### config.mk
export PLATFORM = sky130hd
export DESIGN_NAME = spi_ram_arbiter_flat
export DESIGN_NICKNAME = d
export VERILOG_FILES = /design/src/rtl/spi_ram_arbiter_pkg.sv /design/src/rtl/spi_ram_arbiter_if.sv /design/src/rtl/spi_ram_arbiter_rr_picker.sv /design/src/rtl/spi_ram_arbiter.sv /design/src/flat_wrapper.sv
export SDC_FILE = /design/constraint.sdc
export NUM_CORES = 1
export LEC_CHECK = 0
export ABC_AREA = 1
export ABC_CLOCK_PERIOD_IN_PS = 2400
export BUFFER_PORTS_ARGS = -buffer_cell sky130_fd_sc_hd__buf_2
export CAP_MARGIN = 20
export CORE_MARGIN = 2
export CORE_UTILIZATION = 45
export CTS_CLUSTER_DIAMETER = 80
export CTS_CLUSTER_SIZE = 24
export DETAILED_ROUTE_END_ITERATION = 8
export PLACE_DENSITY = 0.73
export SLEW_MARGIN = 40
export SYNTH_ARGS = -nofsm -noshare
export SYNTH_HDL_FRONTEND = slang
export SYNTH_SLANG_ARGS = --single-unit
### constraint.sdc
create_clock -name clk -period 2.4 [get_ports clk]
set_clock_uncertainty 0.1 [all_clocks]
set_input_delay 0.24 -clock clk [delete_from_list [all_inputs] [get_ports clk]]
set_output_delay 0.24 -clock clk [all_outputs]
set_load 0.005 [all_outputs]
### src/rtl/spi_ram_arbiter_pkg.sv
// Shared types and widths for the SPI/host RAM command arbiter.
// Command words are {cmd[1:0], payload[7:0]}; the arbiter never looks at the payload.
package spi_ram_arb_pkg;

   localparam int CMD_W     = 2;
   localparam int PAYLOAD_W = 8;
   localparam int WORD_W    = 10;

   typedef enum logic [CMD_W-1:0] {
      CMD_WR_ADDR = 2'b00,
      CMD_WR_DATA = 2'b01,
      CMD_RD_ADDR = 2'b10,
      CMD_RD_DATA = 2'b11
   } ram_cmd_e;

   typedef enum logic [1:0] {
      IDLE,
      LOCK_WR,
      LOCK_RD,
      WAIT_RSP
   } arb_state_e;

   // Circular successor of a requester index.
   function automatic int nextIdx(input int idx, input int n);
      return (idx + 1 >= n) ? 0 : idx + 1;
   endfunction

endpackage

### src/rtl/spi_ram_arbiter_if.sv
// Bundle of requester-side and ram-side signals around the arbiter.
// The slave modport is the arbiter's view; master is the surrounding system.
interface spi_ram_arbiter_if
   import spi_ram_arb_pkg::*;
#(
   parameter int N_REQ = 2,
   parameter int IDW   = (N_REQ > 1) ? $clog2(N_REQ) : 1
);

   logic [N_REQ-1:0]              req_valid;
   logic [N_REQ-1:0][WORD_W-1:0]  req_data;
   logic [N_REQ-1:0]              req_ready;
   logic [N_REQ-1:0]              rsp_valid;
   logic [PAYLOAD_W-1:0]          rsp_data;
   logic [WORD_W-1:0]             ram_din;
   logic                          ram_rx_valid;
   logic [PAYLOAD_W-1:0]          ram_tx_data;
   logic                          ram_tx_valid;
   logic                          busy;
   logic [IDW-1:0]                owner_id;
   logic                          err_valid;
   logic [IDW-1:0]                err_id;

   modport slave (
      input  req_valid, req_data, ram_tx_data, ram_tx_valid,
      output req_ready, rsp_valid, rsp_data, ram_din, ram_rx_valid,
             busy, owner_id, err_valid, err_id
   );

   modport master (
      output req_valid, req_data, ram_tx_data, ram_tx_valid,
      input  req_ready, rsp_valid, rsp_data, ram_din, ram_rx_valid,
             busy, owner_id, err_valid, err_id
   );

endinterface

### src/rtl/spi_ram_arbiter_rr_picker.sv
// Combinational round-robin selector: first valid requester at or after
// the pointer, searched circularly. Returns one-hot grant and its index.
module rr_picker #(
   parameter int N_REQ = 2,
   parameter int IDW   = (N_REQ > 1) ? $clog2(N_REQ) : 1
) (
   input  logic [N_REQ-1:0] valid_i,
   input  logic [IDW-1:0]   ptr_i,
   output logic [N_REQ-1:0] grant_o,
   output logic [IDW-1:0]   idx_o,
   output logic             any_o
);

   logic [IDW-1:0] cand;
   logic           found;

   always_comb begin
      grant_o = '0;
      idx_o   = '0;
      found   = 1'b0;
      cand    = '0;
      for (int i = 0; i < N_REQ; i++) begin
         cand = IDW'((int'(ptr_i) + i) % N_REQ);
         if (!found && valid_i[cand]) begin
            found          = 1'b1;
            grant_o[cand]  = 1'b1;
            idx_o          = cand;
         end
      end
      any_o = found;
   end

endmodule

### src/rtl/spi_ram_arbiter.sv
// Round-robin arbiter sharing the ram command port between N_REQ requesters,
// locking the grant per write/read transaction. Define ARB_TIMEOUT_EN for lock timeout.
module spi_ram_arbiter
   import spi_ram_arb_pkg::*;
#(
   parameter int N_REQ   = 2,
   parameter int IDW     = (N_REQ > 1) ? $clog2(N_REQ) : 1,
   parameter int TIMEOUT = 64
) (
   input  logic              clk,
   input  logic              rst_n,
   spi_ram_arbiter_if.slave  bus
);

   if (N_REQ < 2 || N_REQ > 4 || TIMEOUT < 2) begin : gParamCheck
      $error("spi_ram_arbiter: N_REQ must be 2..4 and TIMEOUT at least 2");
   end

   arb_state_e           state_q, state_d;
   logic [IDW-1:0]       owner_q, owner_d;
   logic [IDW-1:0]       ptr_q, ptr_d;
   logic [WORD_W-1:0]    ramDin_q, ramDin_d;
   logic                 ramRxValid_q, ramRxValid_d;
   logic [N_REQ-1:0]     rspValid_q, rspValid_d;
   logic [PAYLOAD_W-1:0] rspData_q, rspData_d;
   logic                 errValid_q, errValid_d;
   logic [IDW-1:0]       errId_q, errId_d;

`ifdef ARB_TIMEOUT_EN
   localparam int CNT_W = $clog2(TIMEOUT) + 1;
   logic [CNT_W-1:0]     cnt_q, cnt_d;
   logic                 timeoutHit;
`endif

   logic [N_REQ-1:0]     pickGrant;
   logic [IDW-1:0]       pickIdx;
   logic                 pickAny;
   logic [N_REQ-1:0]     ownerMask;
   logic [N_REQ-1:0]     readyRaw;
   logic                 accept;
   logic [IDW-1:0]       accIdx;
   logic [WORD_W-1:0]    accWord;
   ram_cmd_e             accCmd;

   rr_picker #(
      .N_REQ (N_REQ),
      .IDW   (IDW)
   ) uPicker (
      .valid_i (bus.req_valid),
      .ptr_i   (ptr_q),
      .grant_o (pickGrant),
      .idx_o   (pickIdx),
      .any_o   (pickAny)
   );

   assign ownerMask = N_REQ'(1) << owner_q;

   always_comb begin
      readyRaw = '0;
      case (state_q)
         IDLE:             readyRaw = pickAny ? pickGrant : '0;
         LOCK_WR, LOCK_RD: readyRaw = bus.req_valid & ownerMask;
         default:          readyRaw = '0;
      endcase
   end

   // Ready is masked during reset so no requester believes a word was taken.
   assign bus.req_ready = readyRaw & {N_REQ{rst_n}};
   assign accept        = |readyRaw;
   assign accIdx        = (state_q == IDLE) ? pickIdx : owner_q;
   assign accWord       = bus.req_data[accIdx];
   assign accCmd        = ram_cmd_e'(accWord[WORD_W-1:PAYLOAD_W]);

`ifdef ARB_TIMEOUT_EN
   assign timeoutHit = (state_q != IDLE) && (cnt_q == CNT_W'(TIMEOUT - 1));
`endif

   always_comb begin
      state_d      = state_q;
      owner_d      = owner_q;
      ptr_d        = ptr_q;
      ramDin_d     = ramDin_q;
      ramRxValid_d = 1'b0;
      rspValid_d   = '0;
      rspData_d    = rspData_q;
      errValid_d   = 1'b0;
      errId_d      = errId_q;
`ifdef ARB_TIMEOUT_EN
      cnt_d        = (state_q == IDLE || accept) ? '0 : cnt_q + 1'b1;
`endif

      case (state_q)
         IDLE: begin
            if (accept) begin
               case (accCmd)
                  CMD_WR_ADDR: begin
                     ramDin_d     = accWord;
                     ramRxValid_d = 1'b1;
                     owner_d      = pickIdx;
                     state_d      = LOCK_WR;
                  end
                  CMD_RD_ADDR: begin
                     ramDin_d     = accWord;
                     ramRxValid_d = 1'b1;
                     owner_d      = pickIdx;
                     state_d      = LOCK_RD;
                  end
                  default: begin
                     // Stray data word with no lock: drop it and let the next requester in.
                     errValid_d = 1'b1;
                     errId_d    = pickIdx;
                     ptr_d      = IDW'(nextIdx(int'(pickIdx), N_REQ));
                  end
               endcase
            end
         end
         LOCK_WR: begin
            if (accept) begin
               case (accCmd)
                  CMD_WR_ADDR: begin
                     ramDin_d     = accWord;
                     ramRxValid_d = 1'b1;
                  end
                  CMD_WR_DATA: begin
                     ramDin_d     = accWord;
                     ramRxValid_d = 1'b1;
                     state_d      = IDLE;
                     owner_d      = '0;
                     ptr_d        = IDW'(nextIdx(int'(owner_q), N_REQ));
                  end
                  default: begin
                     errValid_d = 1'b1;
                     errId_d    = owner_q;
                  end
               endcase
            end
         end
         LOCK_RD: begin
            if (accept) begin
               case (accCmd)
                  CMD_RD_ADDR: begin
                     ramDin_d     = accWord;
                     ramRxValid_d = 1'b1;
                  end
                  CMD_RD_DATA: begin
                     ramDin_d     = accWord;
                     ramRxValid_d = 1'b1;
                     state_d      = WAIT_RSP;
                  end
                  default: begin
                     errValid_d = 1'b1;
                     errId_d    = owner_q;
                  end
               endcase
            end
         end
         WAIT_RSP: begin
            if (bus.ram_tx_valid) begin
               rspValid_d = ownerMask;
               rspData_d  = bus.ram_tx_data;
               state_d    = IDLE;
               owner_d    = '0;
               ptr_d      = IDW'(nextIdx(int'(owner_q), N_REQ));
            end
         end
         default: state_d = IDLE;
      endcase

`ifdef ARB_TIMEOUT_EN
      // A stalled owner loses the lock; a real response in the same cycle still wins.
      if (timeoutHit && !accept && !(state_q == WAIT_RSP && bus.ram_tx_valid)) begin
         state_d    = IDLE;
         owner_d    = '0;
         ptr_d      = IDW'(nextIdx(int'(owner_q), N_REQ));
         errValid_d = 1'b1;
         errId_d    = owner_q;
         cnt_d      = '0;
      end
`endif
   end

   always_ff @(posedge clk or negedge rst_n) begin
      if (!rst_n) begin
         state_q      <= IDLE;
         owner_q      <= '0;
         ptr_q        <= '0;
         ramDin_q     <= '0;
         ramRxValid_q <= 1'b0;
         rspValid_q   <= '0;
         rspData_q    <= '0;
         errValid_q   <= 1'b0;
         errId_q      <= '0;
`ifdef ARB_TIMEOUT_EN
         cnt_q        <= '0;
`endif
      end else begin
         state_q      <= state_d;
         owner_q      <= owner_d;
         ptr_q        <= ptr_d;
         ramDin_q     <= ramDin_d;
         ramRxValid_q <= ramRxValid_d;
         rspValid_q   <= rspValid_d;
         rspData_q    <= rspData_d;
         errValid_q   <= errValid_d;
         errId_q      <= errId_d;
`ifdef ARB_TIMEOUT_EN
         cnt_q        <= cnt_d;
`endif
      end
   end

   assign bus.ram_din      = ramDin_q;
   assign bus.ram_rx_valid = ramRxValid_q;
   assign bus.rsp_valid    = rspValid_q;
   assign bus.rsp_data     = rspData_q;
   assign bus.busy         = (state_q != IDLE);
   assign bus.owner_id     = owner_q;
   assign bus.err_valid    = errValid_q;
   assign bus.err_id       = errId_q;

endmodule

### src/flat_wrapper.sv
// flat-port wrapper written by rule: the top's interface ports become plain ports
module spi_ram_arbiter_flat import spi_ram_arb_pkg::*;
#(
   parameter int N_REQ   = 2,
   parameter int IDW     = (N_REQ > 1) ? $clog2(N_REQ) : 1,
   parameter int TIMEOUT = 64
)
  (clk, rst_n, bus_req_valid, bus_req_data, bus_ram_tx_data, bus_ram_tx_valid, bus_req_ready, bus_rsp_valid, bus_rsp_data, bus_ram_din, bus_ram_rx_valid, bus_busy, bus_owner_id, bus_err_valid, bus_err_id);
  spi_ram_arbiter_if #(.N_REQ(N_REQ), .IDW(IDW)) bus_i ();
  input  logic clk;
  input  logic rst_n;
  input wire logic [$bits(bus_i.req_valid)-1:0] bus_req_valid;
  input wire logic [$bits(bus_i.req_data)-1:0] bus_req_data;
  input wire logic [$bits(bus_i.ram_tx_data)-1:0] bus_ram_tx_data;
  input wire logic [$bits(bus_i.ram_tx_valid)-1:0] bus_ram_tx_valid;
  output wire logic [$bits(bus_i.req_ready)-1:0] bus_req_ready;
  output wire logic [$bits(bus_i.rsp_valid)-1:0] bus_rsp_valid;
  output wire logic [$bits(bus_i.rsp_data)-1:0] bus_rsp_data;
  output wire logic [$bits(bus_i.ram_din)-1:0] bus_ram_din;
  output wire logic [$bits(bus_i.ram_rx_valid)-1:0] bus_ram_rx_valid;
  output wire logic [$bits(bus_i.busy)-1:0] bus_busy;
  output wire logic [$bits(bus_i.owner_id)-1:0] bus_owner_id;
  output wire logic [$bits(bus_i.err_valid)-1:0] bus_err_valid;
  output wire logic [$bits(bus_i.err_id)-1:0] bus_err_id;
  assign bus_i.req_valid = bus_req_valid;
  assign bus_i.req_data = bus_req_data;
  assign bus_i.ram_tx_data = bus_ram_tx_data;
  assign bus_i.ram_tx_valid = bus_ram_tx_valid;
  assign bus_req_ready = bus_i.req_ready;
  assign bus_rsp_valid = bus_i.rsp_valid;
  assign bus_rsp_data = bus_i.rsp_data;
  assign bus_ram_din = bus_i.ram_din;
  assign bus_ram_rx_valid = bus_i.ram_rx_valid;
  assign bus_busy = bus_i.busy;
  assign bus_owner_id = bus_i.owner_id;
  assign bus_err_valid = bus_i.err_valid;
  assign bus_err_id = bus_i.err_id;
  spi_ram_arbiter #(.N_REQ(N_REQ), .IDW(IDW), .TIMEOUT(TIMEOUT)) u_core (.clk(clk), .rst_n(rst_n), .bus(bus_i));
endmodule
==> impl_metrics.env <==
export IMPL_reg2reg_depth=11
export IMPL_worst_setup_hold_path_clk_slew_ns=0.09
export IMPL_timing_critical_path_from="u_core.state_q[0]"
export IMPL_tritoncts="done"
export IMPL_gr_usage_met3_pct=3.75
export IMPL_globalRouteOverflowTotal=0
export IMPL_worst_ir_drop_vdd_v=0.000663
export IMPL_n_antenna_cell=0
export IMPL_die_h_um=66.3
export IMPL_worst_setup_path_type="register to register"
export IMPL_detail_route_iter0_violations=86
export IMPL_maxSlewViolCount=0
export IMPL_routed_wl_um=3900
export IMPL_cp_cell_sequence="inv_1 > ha_2 > inv_4 > nand2_4 > nand2_4 > nand2_2 > nand3_1 > nand2_2 > nand3_4 > nand2_1 > nand2_1"
export IMPL_cts_htree_levels=1
export IMPL_syn_avg_cell_area_sq_um=8.17
export IMPL_stdcell_count=323
export IMPL_area_delta_synth_final_pct=21.7
export IMPL_die_area_sq_um=4400
export IMPL_critPathSlowestCell="sky130_fd_sc_hd__dfrtp_1"
export IMPL_gpl_final_weighted_congestion=0.874
export IMPL_worstHoldPathType="input port to register"
export IMPL_worstSkewPairLatency_ns=0.27
export IMPL_grt_met2_usage_pct=36.3
export IMPL_cts_sinks=27
export IMPL_worst_path_largest_cell_delay_ns=0.42
export IMPL_floorplan_initialDensity_pct=47.4
export IMPL_coreArea_sq_um=3690
export IMPL_nFillCells=403
export IMPL_post_cts_repair_setup_buffers=0
export IMPL_fin_crit_sh_pct=92.3
export IMPL_max_slew_worst_pin_slew_ns=0.440
export IMPL_netlist_area_pre_place_sq_um=1750
export IMPL_finalPower_mw=2.85
export IMPL_io_pins=60
export IMPL_critical_path_reg2reg_startpoint="u_core.state_q[0]"
export IMPL_routed_via_count=1572
export IMPL_first_pass_grt_wire_length_um=6600
export IMPL_grt_pass1_vias=1494
export IMPL_placed_cells_incl_taps=318
export IMPL_fin_crit_period_ns=2.22
export IMPL_cap_viol_max_count=0
export IMPL_post_route_cells_drive_above_1_share_pct=37.8
export IMPL_synthesis_nets=252
export IMPL_cts_buffers=3
export IMPL_critPathLaunchType="register"
export IMPL_ys_seq_area_share_pct=38.6
export IMPL_rows=22
export IMPL_drtPass1Iterations=4
export IMPL_timing_critical_path_to="u_core.bus.ram_din[0]"
export IMPL_top_usage_layer="met2"
export IMPL_critical_path_endpoint_type="register"
export IMPL_wl_per_cell_um=12.1
export IMPL_cts_path_max_buffers=2
export IMPL_timing_final_ws_setup_ns=0.185
export IMPL_timing_final_hold_violations=0
export IMPL_grt_max_degree=28
export IMPL_grt_met1_usage_pct=22.4
export IMPL_slew_limit_headroom_pct=70.6
export IMPL_ys_seq_elements=27
export IMPL_count_of_warnings_emitted_by_yosys=0
export IMPL_rsz0062_at_grt="false"
export IMPL_arrival_time_reported_for_the_critical_path_endpoint_ns=2.29
export IMPL_vias_per_cell=4.87
export IMPL_post_dp_hpwl_um=3140
export IMPL_floorplan_die_width_um=66.3
export IMPL_number_of_nets_still_failing_antenna_checks_after_routing=0
export IMPL_post_synth_inst_count=214
export IMPL_cell_at_the_root_of_the_clock_tree="sky130_fd_sc_hd__clkbuf_8"
export IMPL_synth_cell_type_count=22
export IMPL_setup_reg_to_reg_worst_slack_ns=0.18
export IMPL_critPathMaxFanout=13
export IMPL_place_port_buffers=59
export IMPL_final_setup_tns_ns=0
export IMPL_count_of_nets_after_finishing=314
export IMPL_grt_antenna_before_repair=0
export IMPL_place_worst_setup_slack_ns=0.0887
export IMPL_worstReg2RegEnd="u_core.bus.ram_din[0]"
export IMPL_status="finished, final reports clean"
export IMPL_powerDensity_nw_per_um2=1340
export IMPL_hold_slack_ns=0.0901
export IMPL_max_freq_ghz=0.451
export IMPL_worst_endpoint_required_ns=2.47
export IMPL_total_leakage_power_nw=1.23
export IMPL_gr_usage_all_layers_pct=19.5
export IMPL_detail_route_drc_violations=0
export IMPL_finalSetupViolations=0
==> routing by layer <==
metal,share of wire (%),vias up
met1,43,726
li1,-,812
met2,52,28
met5,0,-
met4,1.6,0
met3,4.0,6
==> cells in the final DEF, fill, tap and decap left out, drive strengths merged, types with 2 or more instances in the layout <==
cell type and count:
nand3 29, nand2 85, ha 5, mux2 8, nor2 17, inv 20, o21ai 2, clkbuf 3
dfrtp 27, buf 62, or2 2, nand4 11
==> worst max-delay path, delay by kind of cell, from the launching register on <==
kind,cells,cell delay [ns]
fa+ha+maj,1,0.32
buf+inv,2,0.21
flops,1,0.42
simple gates,8,1.06
==> sequential cells by signal, indices dropped and copies added (netlist names) <==
signal                   cells
u_core.bus.err_id            1
u_core.bus.err_valid         1
u_core.bus.owner_id          1
u_core.bus.ram_din          10
u_core.bus.ram_rx_valid      1
u_core.bus.rsp_data          8
u_core.bus.rsp_valid         2
u_core.ptr_q                 1
u_core.state_q               2
==> metrics by stage <==
step | util, % | area [sq um]
after detailed placement | 56.0 | 2070
after global placement | 56.0 | 2070
after CTS | 57.6 | 2130
final | 57.7 | 2130
after global routing | 57.7 | 2130
after floorplan | - | 1750
==> power by group <==
part / switching, mW / leakage [nW] / internal, mW
clock: 0.144 / 0.0217 / 0.118
sequential: 0.114 / 0.339 / 0.662
combinational: 1.11 / 0.870 / 0.699
==> worst min path at each step <==
stage / cells past startpoint / end / start
6_report: 2 / u_core.bus.rsp_data[0] / bus_ram_tx_data[0]
5_1_grt: 2 / u_core.bus.rsp_data[2] / bus_ram_tx_data[2]
4_1_cts: 2 / u_core.bus.rsp_data[0] / bus_ram_tx_data[0]
3_5_place_dp: 2 / u_core.state_q[0] / rst_n
3_3_place_gp: 2 / u_core.state_q[0] / rst_n
2_1_floorplan: 0 / u_core.bus.err_id / rst_n
==> cell usage after synthesis <==
library cell,number,area (sq um)
sky130_fd_sc_hd__nand3_1,19,95.1
sky130_fd_sc_hd__nand3_2,7,70.1
sky130_fd_sc_hd__inv_1,19,71.3
sky130_fd_sc_hd__nor2_1,12,45.0
sky130_fd_sc_hd__nand3_4,3,52.6
sky130_fd_sc_hd__a21oi_1,1,5.00
sky130_fd_sc_hd__mux2_2,8,90.1
sky130_fd_sc_hd__inv_4,1,6.26
sky130_fd_sc_hd__a21boi_1,1,7.51
sky130_fd_sc_hd__nand2_4,4,45.0
sky130_fd_sc_hd__dfrtp_1,27,676
sky130_fd_sc_hd__nand2_1,74,278
sky130_fd_sc_hd__nand4_1,11,68.8
sky130_fd_sc_hd__nor2_8,1,20.0
sky130_fd_sc_hd__buf_4,2,15.0
sky130_fd_sc_hd__ha_1,5,62.6
sky130_fd_sc_hd__buf_6,4,45.0
sky130_fd_sc_hd__or2_2,2,12.5
sky130_fd_sc_hd__nand2_2,7,43.8
sky130_fd_sc_hd__nor2_4,1,11.3
sky130_fd_sc_hd__o21ai_0,2,10.0
sky130_fd_sc_hd__nor2_2,3,18.8
==> cell type report <==
class / count / area [sq um] / share of cell area [%]
multi-input combinational: 161 / 938 / 44.1
sequential: 27 / 676 / 31.7
timing repair buffer: 63 / 328 / 15.4
inverter: 20 / 77.6 / 3.64
tap: 48 / 60.1 / 2.82
clock buffer: 3 / 41.3 / 1.94
clock inverter: 1 / 7.51 / 0.353
==> cells by family after synthesis <==
group	count (synthesis)	share of synthesized area [%]
AO/OA/AOI/OAI	4	1.29
multiplexers	8	5.15
buffers and inverters	26	7.87
AND/OR/NAND/NOR	144	43.5
flip-flops	27	38.6
adder cells (fa/ha/maj)	5	3.58
==> repair_timing <==
item / CTS / global route
gates resized for setup: 0 / 1
hold buffers: 1 / 0
hold endpoints to repair: 27 / 0
setup endpoints to repair: 0 / 10
Power figures use the tool's default switching activity.
